==> src/rtl/nes_dma_pkg.sv <==
// Shared types and constants for the sprite OAM DMA engine.
package nes_dma_pkg;

  typedef enum logic [2:0] {
    IDLE,
    HALT,
    ALIGN,
    GET,
    PUT
  } dma_state_e;

  localparam logic [15:0] DMA_REG_ADDR  = 16'h4014;
  localparam logic [15:0] OAM_DATA_ADDR = 16'h2004;
  localparam int          OAM_LEN       = 256;
  localparam logic [7:0]  LAST_IDX      = 8'(OAM_LEN - 1);

endpackage

==> src/rtl/oam_dma_ctrl.sv <==
// OAM DMA: halts the CPU on a $4014 write, then copies page $XX00-$XXFF to $2004.
// 513/514 cycles (+1 per CPU write seen while halting); the CPU is stalled via registered CPU_RDY.
module oam_dma_ctrl
  import nes_dma_pkg::*;
(
  input  logic        CLK,
  input  logic        RST_N,
  input  logic [15:0] CPU_ADDR,
  input  logic        CPU_R_WN,
  input  logic [7:0]  CPU_ODATA,
  output logic        CPU_RDY,
  output logic        BUS_SEL,
  output logic [15:0] BUS_ADDR,
  output logic        BUS_R_WN,
  output logic [7:0]  BUS_ODATA,
  input  logic [7:0]  BUS_IDATA,
  output logic        DMA_BUSY
);

  dma_state_e state;
  dma_state_e state_nxt;
  logic [7:0] page;
  logic [7:0] idx;
  logic [7:0] data_buf;
  logic       par;
  logic       rdy;
  logic       busy;
  logic       trigger;
  logic       last_put;

  assign trigger  = (state == IDLE) && !CPU_R_WN && (CPU_ADDR == DMA_REG_ADDR) && rdy;
  assign last_put = (state == PUT) && (idx == LAST_IDX);

  always_ff @(posedge CLK) begin
    if (!RST_N) begin
      state <= IDLE;
    end else begin
      state <= state_nxt;
    end
  end

  // Parity runs freely; GET is always placed on a par==0 cycle.
  always_ff @(posedge CLK) begin
    if (!RST_N) begin
      par      <= 1'b0;
      page     <= 8'h00;
      idx      <= 8'h00;
      data_buf <= 8'h00;
      rdy      <= 1'b1;
      busy     <= 1'b0;
    end else begin
      par <= ~par;
      if (trigger) begin
        page <= CPU_ODATA;
        idx  <= 8'h00;
        rdy  <= 1'b0;
        busy <= 1'b1;
      end
      if (state == GET) begin
        data_buf <= BUS_IDATA;
      end
      if (state == PUT) begin
        idx <= idx + 8'h01;
      end
      if (last_put) begin
        rdy  <= 1'b1;
        busy <= 1'b0;
      end
    end
  end

  always_comb begin
    state_nxt = state;
    BUS_SEL   = 1'b0;
    BUS_ADDR  = 16'h0000;
    BUS_R_WN  = 1'b1;
    BUS_ODATA = 8'h00;
    case (state)
      IDLE: begin
        if (trigger) state_nxt = HALT;
      end
      HALT: begin
        // A CPU write cycle cannot be stalled, so wait for its first read.
        if (CPU_R_WN) state_nxt = par ? GET : ALIGN;
      end
      ALIGN: begin
        state_nxt = GET;
      end
      GET: begin
        state_nxt = PUT;
        BUS_SEL   = 1'b1;
        BUS_ADDR  = {page, idx};
      end
      PUT: begin
        state_nxt = (idx == LAST_IDX) ? IDLE : GET;
        BUS_SEL   = 1'b1;
        BUS_ADDR  = OAM_DATA_ADDR;
        BUS_R_WN  = 1'b0;
        BUS_ODATA = data_buf;
      end
      default: begin
        state_nxt = IDLE;
      end
    endcase
  end

  assign CPU_RDY  = rdy;
  assign DMA_BUSY = busy;

endmodule

==> config.mk <==
export PLATFORM = sky130hd
export DESIGN_NAME = oam_dma_ctrl
export DESIGN_NICKNAME = d
export VERILOG_FILES = /design/src/rtl/nes_dma_pkg.sv /design/src/rtl/oam_dma_ctrl.sv
export SDC_FILE = /design/constraint.sdc
export NUM_CORES = 1
export LEC_CHECK = 0
export ABC_AREA = 1
export CORE_MARGIN = 4
export CORE_UTILIZATION = 30
export CTS_CLUSTER_DIAMETER = 200
export DETAILED_ROUTE_END_ITERATION = 16
export PLACE_DENSITY = 0.62
export SLEW_MARGIN = 20
export SYNTH_ARGS = -nofsm -noshare
export SYNTH_HDL_FRONTEND = slang
export SYNTH_SLANG_ARGS = --single-unit
==> constraint.sdc <==
create_clock -name CLK -period 1.7 [get_ports CLK]
set_input_delay 0.34 -clock CLK [delete_from_list [all_inputs] [get_ports CLK]]
set_output_delay 0.34 -clock CLK [all_outputs]
set_load 0.01 [all_outputs]
==> flow_summary.json <==
{
  "finalSetupViolCount": 8,
  "peakVddDrop_mv": 0.438,
  "period_minus_slack_ps": 1780,
  "port_buffers": 62,
  "hp-start": "par",
  "dieArea_um2": 6160,
  "crit_end": "BUS_ODATA[3]",
  "p_leak_uw": 0.000965,
  "cts_tree": "built",
  "final_nets": 344,
  "ys_seq_area_share_pct": 40.3,
  "drt-initial-drc-count": 56,
  "clkTransAtPathRegs_ps": 60,
  "grt.total_usage_pct": 13.6,
  "hpwlAfterDp_um": 3030,
  "place_ws_ps": -143,
  "relSlewSlack_pct": 82.9,
  "tightest_slew_ps": 255,
  "grt_overflow": 0,
  "p_per_area_nw_per_um2": 584,
  "cts_buffers": 5,
  "syn_area_per_cell_um2": 6.65,
  "viasPerCell": 4.24,
  "critPathBufInv": 4,
  "path_cells": "buf_6 > nor2_4 > inv_2 > nor2_4 > clkinv_4 > nor2_1 > clkdlybuf4s15_2",
  "core_area_um2": 4750,
  "violations": "negative setup slack",
  "htree_levels": 2,
  "root_buffer": "clkbuf_8",
  "antennaDiodeCount": 0,
  "rr_worst_depth": 11,
  "rsz0062_at_grt": "true",
  "vias": 1593,
  "ys_ff_latch": 30,
  "rows": 25,
  "fmax_mhz": 562,
  "crit_path_max_fanout": 8,
  "wl_um": 4030,
  "ys_top_cells_by_area": "dfxtp_1, nor2_1, inv_1, o21ai_0, nand2_1",
  "synth_nets": 260,
  "die-width_um": 78.5,
  "synthesis.area_um2": 1490,
  "clock_latency_ps": 280,
  "report.final.slew_viol_count": 0,
  "cpMaxStageDelayCell": "dfxtp_2",
  "start_kind": "flop",
  "skew_ps": 6.51,
  "hold_viol": 0,
  "final_common_cell": "nor2_1",
  "status": "finished, violations left",
  "holdCritPathClass": "reg2reg",
  "grt_first_pass_wirelength_um": 6670,
  "reg2reg_to": "DMA_BUSY",
  "setup_ws_ps": -78.2,
  "arrival_ps": 1440,
  "drv_cap": 0,
  "fp.dieH_um": 78.5,
  "ios": 63,
  "syn_inst": 224,
  "worst_path_most_repeated_cell": "nor2_4",
  "grt_antenna_before_repair": 0,
  "ff2ff_setup_slack_ps": 80,
  "drc": 0,
  "drtPass1Iterations": 4,
  "synth_top_area_share_pct": 40.3,
  "path_class": "reg2out",
  "synth_cell_types": 23,
  "grt_max_degree": 19,
  "critPathTopFamily": "buffers and inverters",
  "rr_startpoint": "state[0]",
  "holdWs_ps": 408,
  "grt_pass1_vias": 1485,
  "layout_common_cells": "nor2_1, clkdlybuf4s50_1, inv_1",
  "yosys_warnings": 0,
  "clock-sinks": 30,
  "yosysTopAreaCell": "dfxtp_1",
  "critPathLaunch": "state[0]",
  "drive_gt1_share_pct": 25.2,
  "crit_cells": 7,
  "hold_buffers": 0,
  "start_util_pct": 31.3,
  "gp_congestion": 0.819,
  "worstPathRequired_ps": 1360,
  "area_delta_synth_final_pct": 63.1,
  "ant_nets": 0,
  "worstSetupEndpointType": "output port",
  "clock_path_buffers": 2,
  "wire_per_inst_um": 10.7,
  "fin_crit_sh_pct": 105,
  "slowest_delay_ps": 320
}
-- worst reg2reg max path: stages (launching register included) --
cell	delay [ps]
dfxtp_2	320
buf_6	110
nor2_4	110
inv_2	60
nor2_4	140
buf_6	140
inv_8	40
buf_4	120
buf_4	120
buf_4	160
o21ai_4	130
nor2_1	60
-- per-layer routing --
metal  wire length (µm)  vias to the layer above  GRT usage (%)
met3                183                        5           3.33
li1                   -                      870              -
met4                 44                        0           4.72
met2               2010                       35           23.3
met5                  0                        -              0
met1               1800                      683           16.6
-- cell type report --
type                            count  area (µm²)
Clock buffer                        6        82.6
Sequential cell                    30         603
Multi-Input combinational cell    151         751
Fill cell                         507        2320
Clock inverter                      2        12.5
Inverter                           35         138
Timing Repair Buffer               84         748
Timing Repair inverter              1        11.3
Tap cell                           67        83.8
-- cell usage after synthesis --
cell type  number
a21o_1          1
a21oi_1        17
buf_2           2
buf_6           1
clkbuf_1        5
clkinv_2        1
dfxtp_1        30
ha_1            1
inv_1          32
inv_2           2
nand2_1        27
nand2_2         1
nand3_1        14
nand4_1         1
nand4_4         1
nor2_1         56
nor2_2          1
nor2_4          3
o211ai_1        3
o21ai_0        21
o21ai_1         1
o21ai_2         2
or2_1           1
-- stage by stage --
step	instance area, µm²	instances	power (µW)	utilization [%]	TNS, ps
after floorplan	1490	224	745	-	0
after global placement	2310	363	833	48.7	-3100
after detailed placement	2310	363	834	48.7	-3780
after CTS	2360	371	1440	49.6	-775
after global routing	2430	376	1480	51.1	-1350
final	2430	376	1420	51.1	-451
-- sequential cells by signal (all words and copies together), names as in the netlist --
signal    flops
idx           8
CPU_RDY       1
page          8
par           1
data_buf      8
state         3
DMA_BUSY      1
-- timing repair --
action / CTS / global route
buffers inserted: 0 / 4
gates cloned: 0 / 1
setup endpoints to repair: 26 / 20
resized for setup: 93 / 29
pin swaps: 1 / 2
-- cell families (layout without fill, tap and decap cells) --
| logic type | after synthesis | count (layout) | share of synthesized area (%) |
|---|---|---|---|
| flip-flops | 30 | 30 | 40.3 |
| adder cells (fa/ha/maj) | 1 | 1 | 0.839 |
| AND/OR/NAND/NOR | 105 | 105 | 31.0 |
| AO/OA/AOI/OAI | 45 | 45 | 16.3 |
| buffers and inverters | 43 | 128 | 11.6 |
-- worst min-delay path by stage --
stage,cells past startpoint,end,slack (ps)
3_5_place_dp,1,par,400
3_3_place_gp,1,par,400
5_1_grt,1,par,450
6_report,1,par,410
2_1_floorplan,1,par,390
4_1_cts,1,par,410
-- power by group --
part | switching (µW) | internal [µW] | leakage (µW)
Sequential | 0.627 | 704 | 0.000243
Combinational | 32.1 | 81.7 | 0.000675
Clock | 277 | 325 | 0.0000472
Power figures use the tool's default switching activity.
==> variant 1: new RTL, same settings <==
Change the package constant `OAM_LEN` from 256 to 128.
--- a/src/rtl/nes_dma_pkg.sv
+++ b/src/rtl/nes_dma_pkg.sv
@@ -11,7 +11,7 @@
 
   localparam logic [15:0] DMA_REG_ADDR  = 16'h4014;
   localparam logic [15:0] OAM_DATA_ADDR = 16'h2004;
-  localparam int          OAM_LEN       = 256;
+  localparam int          OAM_LEN       = 128;
   localparam logic [7:0]  LAST_IDX      = 8'(OAM_LEN - 1);
 
 endpackage
Behaviour: no difference found for any inputs over 10 cycles, from zero or initial values and one cycle with RST_N low; that may be too few to reach the edited logic, so the function may still have changed.
==> variant 1 against the unedited design <==
Sequential power barely moved. Routed wire length is 0.30% higher. Synthesized area shrank 0.34%. Total power is 1.4% lower. Critical endpoint is now BUS_ODATA[4]. First-iteration DRC count up 63%. Sequential cell count unchanged. Worst setup slack improved by 0.12 ns. Cell area is 2.8% lower.
==> variant 1: results (changes against the unedited design) <==
| Metric | Value |
|---|---|
| Most used flip-flop cell after synthesis | dfxtp_1 |
| Pleak | 0.000982 uW (+1.7%) |
| Worst path slowest cell | dfxtp_4 |
| Longest Clk Path Bufs | 2 (unchanged) |
| DP HPWL | 2.90 mm (-4.5%) |
| Crit-path max cell delay | 0.36 ns (+0.04 ns) |
| Asr flop ratio synth | 0% (unchanged) |
| WL per Instance | 10.7 um (-0.23%) |
| Vias in the first global route | 1,496 (+0.74%) |
| Hold Path Class | reg -> reg |
| Place WS | -0.176 ns (-0.0327 ns) |
| Antenna violations before repair | 0 (unchanged) |
| Largest delay share family, worst path | buffers and inverters |
| Largest registers | data_buf x8, idx x8, page x8 |
| Overall Global Routing Usage | 13.3% (-0.29 points) |
| Yosys warnings | 0 (unchanged) |
| Initial drt markers | 91 (+63%) |
| Clk Latency, worst-skew pair | 0.27 ns |
| Worst-margin pin slew | 0.285 ns (+0.0296 ns) |
| # nets final | 346 (+0.58%) |
| Worst EP arrival | 1.32 ns (-0.12 ns) |
| Proportion of layout cells with a drive suffix above 1 | 24.4% (-0.81 points) |
| Count of cells resized by post-cts repair | 83 (-11%) |
| Reg clk slew, reported paths | 0.06 ns (about the same) |
| Cts bufs inserted | 5 (unchanged) |
| GP Congestion | 0.783 (-4.5%) |
| Fillers | 509 (+0.39%) |
| Yosys cell types | 22 (-4.3%) |
| First-pass GRT wire length | 6.60 mm (-1.0%) |
| Diodes inserted | 0 (unchanged) |
| Sequential area share after synthesis | 40.4% (+0.14 points) |
| Sw Ratio | 20.8% (-0.98 points) |
| Dominant cells by area after synthesis | dfxtp_1, nor2_1, inv_1 |
| Hold buffer count at CTS | 0 (unchanged) |
| Setup bufs post-CTS | 7 (+7) |
| Worst-path maximum fanout | 7 (-1) |
| Via count | 1,618 (+1.6%) |
| Largest net degree at the start of global routing | 25 (+6) |
| Clk_skew | 0.00395 ns (-0.00256 ns) |
| Max IR drop VDD | 0.315 mV (-28%) |
| 1st-pass router iterations | 4 (unchanged) |
| Clk root buf | clkbuf_8 |
| H-tree levels | 2 (unchanged) |
| Post-synth top cells | nor2_1, inv_1, dfxtp_1, nand2_1, o21ai_0 |
| Status | completed |
| Port Buffer Count | 62 (unchanged) |
| Syn_nets | 263 (+1.2%) |
[variant 1: changes by cell type in the layout (fill, tap and decap cells not counted), moves of 2 or more]
cell / delta
nor2_2: +3
nor2_1: -2
o211ai_1: -2
clkdlybuf4s15_2: -6
inv_1: +2
nand3_1: +3
buf_2: +6
[variant 1: power by group through the flow]
stage | Sequential, uW | Clock (uW) | Combinational (uW)
6_report | 704 | 585 | 111
5_1_grt | 703 | 645 | 121
4_1_cts | 705 | 606 | 112
3_5_place_dp | 721 | 0 | 111
3_3_place_gp | 721 | 0 | 112
2_1_floorplan | 721 | 0 | 24.4
[variant 1: routing by layer]
metal	global-route usage (%)	share of wire, %	vias up
met5	0	0	-
met4	4.20	0.89	0
met3	3.78	6.7	5
met2	22.9	48	42
met1	16.0	44	701
li1	-	-	870
[variant 1: cell type report]
class | instances | area share [%]
inverters | 36 | 5.88
flip-flops and latches | 30 | 25.6
multi-input cells | 152 | 31.2
clock buffers | 7 | 3.66
well taps | 67 | 3.55
clock inverters | 1 | 0.212
repair buffers | 85 | 29.8
[variant 1: cell families (layout without fill, tap and decap cells)]
family / Yosys count / count (layout) / synth area share [%]
DFF: 30 / 30 / 40.4
adders and majority gates: 1 / 1 / 0.842
buffers and inverters: 45 / 129 / 12.3
AOI/OAI and AO/OA: 41 / 41 / 14.5
and+or+nand+nor: 110 / 110 / 31.9
[variant 1: final timing paths]
path | startpoint | endpoint | slack (ns) | depth (start not counted)
max | state[0] | BUS_ODATA[4] | 0.04 | 7
min reg2reg | par | par | 0.43 | 1
max reg2reg | idx[0] | state[0] | 0.24 | 8
min | par | par | 0.43 | 1
[variant 1: stage by stage]
stage	cell area, um2	std cells
after floorplan	1490	227
after global placement	2260	361
after detailed placement	2260	361
after CTS	2430	376
after global routing	2360	378
final	2360	378
==> variant 2: new RTL, same flow settings <==
Without the edit above. Re-encode `dma_state_e` (5 states) as one-hot, 5 bits wide.
--- a/src/rtl/nes_dma_pkg.sv
+++ b/src/rtl/nes_dma_pkg.sv
@@ -1,12 +1,12 @@
 // Shared types and constants for the sprite OAM DMA engine.
 package nes_dma_pkg;
 
-  typedef enum logic [2:0] {
-    IDLE,
-    HALT,
-    ALIGN,
-    GET,
-    PUT
+  typedef enum logic [4:0] {
+    IDLE  = 5'b00001,
+    HALT  = 5'b00010,
+    ALIGN = 5'b00100,
+    GET   = 5'b01000,
+    PUT   = 5'b10000
   } dma_state_e;
 
   localparam logic [15:0] DMA_REG_ADDR  = 16'h4014;
Formal check against the unedited RTL: same outputs for any inputs over 10 cycles, from zero or initial values and one cycle with RST_N low; not proved beyond that.
==> variant 2 against the unedited design <==
Total power grew 5.8%. Combinational power rose by 39%. Non-clock buffer count is 1 higher. Routed wire length up 9.9%. Synthesized area grew 11%. Count of clock-buffer cells in the layout is 1 lower. Cell area grew 4.9%. First-iteration DRC count up 45%. Sequential cell count is 2 higher. Sequential power grew 7.7%. Global-route usage hardly changed. Worst setup slack better by 0.10 ns. Via count increased by 12%. Critical path type unchanged. Largest power group unchanged. Highest routed layer unchanged.
==> variant 2: results (changes against the unedited design) <==
| Metric | Value |
|---|---|
| Pleak | 0.00110 uW (+14%) |
| Sw Pwr | 359 uW (+16%) |
| Vias in the first global route | 1,628 (+9.6%) |
| DP HPWL | 3.21 mm (+5.9%) |
| Via count | 1,788 (+12%) |
| Worst-path maximum fanout | 6 (-2) |
| Yosys cell types | 26 (+13%) |
| DRT met1 WL | 2.01 mm (+12%) |
| Status | completed |
| Vias/cell | 4.40 (+3.9%) |
| Worst flop-to-flop path startpoint | state[3] |
| R2R setup slack | 0.18 ns (+0.10 ns) |
| Clk_skew | 0.00869 ns (+0.00218 ns) |
| Worst EP arrival | 1.34 ns (-0.10 ns) |
| Routed wl met2 | 2.01 mm (+0.25%) |
| Worst-margin pin slew | 0.334 ns (+0.0790 ns) |
| Dpl cells | 392 (+8.0%) |
| Worst R2R End | state[2] |
| WL per Instance | 10.9 um (+1.7%) |
| Initial drt markers | 81 (+45%) |
| Dominant cells by area after synthesis | dfxtp_1, nor2_1, nand2_1 |
| Area after DPL | 2440 um2 (+5.4%) |
| Place WS | -0.170 ns (-0.0264 ns) |
| First-pass GRT wire length | 7.14 mm (+7.0%) |
| Synth Area per Inst | 6.57 um2 (-1.3%) |
| Overall Global Routing Usage | 13.6% (-0.018 points) |
| Syn_nets | 287 (+10%) |
| Proportion of layout cells with a drive suffix above 1 | 24.7% (-0.54 points) |
| # nets final | 371 (+7.8%) |
| Max IR drop VDD | 0.321 mV (-27%) |
| GP Congestion | 0.801 (-2.3%) |
[variant 2: critical path: cells and delay by family, from the launching register on]
| family | cells | cell delay (ns) |
|---|---|---|
| buffers and inverters | 3 | 0.42 |
| DFF | 1 | 0.33 |
| and+or+nand+nor | 3 | 0.30 |
[variant 2: final cells by class]
class | count | area, um2
Fill cell | 563 | 2660
Sequential cell | 32 | 644
Clock buffer | 5 | 68.8
Multi-Input combinational cell | 171 | 878
Clock inverter | 3 | 23.8
Inverter | 40 | 150
Tap cell | 70 | 87.6
Timing Repair Buffer | 85 | 696
[variant 2: worst max path at each step]
stage,from,to,slack (ns),cells after the start
floorplan,state[2],BUS_ODATA[0],0.21,5
global placement,state[0],BUS_ODATA[5],-0.16,5
detailed placement,state[0],BUS_ODATA[1],-0.17,5
CTS,state[1],BUS_ADDR[2],0.009,5
global route,state[1],BUS_ADDR[14],-0.04,6
finish,state[1],BUS_ADDR[10],0.02,6
[variant 2: per-layer routing]
layer | vias up | track usage [%]
li1 | 962 | -
met1 | 765 | 16.1
met2 | 59 | 23.6
met3 | 2 | 4.12
met4 | 0 | 3.99
met5 | - | 0
[variant 2: logic make-up (layout without fill, tap and decap cells)]
logic type      Yosys count  after routing  synth area share (%)
buf+inv                  48            133                  11.8
fa+ha+maj                 1              1                 0.759
simple gates            131            131                  35.8
flops                    32             32                  38.9
compound gates           39             39                  12.7
[variant 2: what timing repair did]
action | 4_1_cts | 5_1_grt
gates resized for setup | 112 | 23
setup buffers | 3 | 2
setup endpoints to repair | 26 | 26
pin swaps | 4 | 1
cloned | 1 | 0
[variant 2: through the flow]
stage          hold slack (ns)  setup TNS (ns)
2_1_floorplan            0.414               0
3_3_place_gp             0.435           -3.63
3_5_place_dp             0.438           -3.94
4_1_cts                  0.449               0
5_1_grt                  0.473          -0.272
6_report                 0.448               0
[variant 2: power by group through the flow]
stage / clock network (uW) / logic [uW] / registers, uW
global placement: 0 / 154 / 775
global route: 639 / 172 / 759
floorplan: 0 / 52.4 / 775
finish: 586 / 158 / 759
CTS: 604 / 159 / 758
detailed placement: 0 / 155 / 775
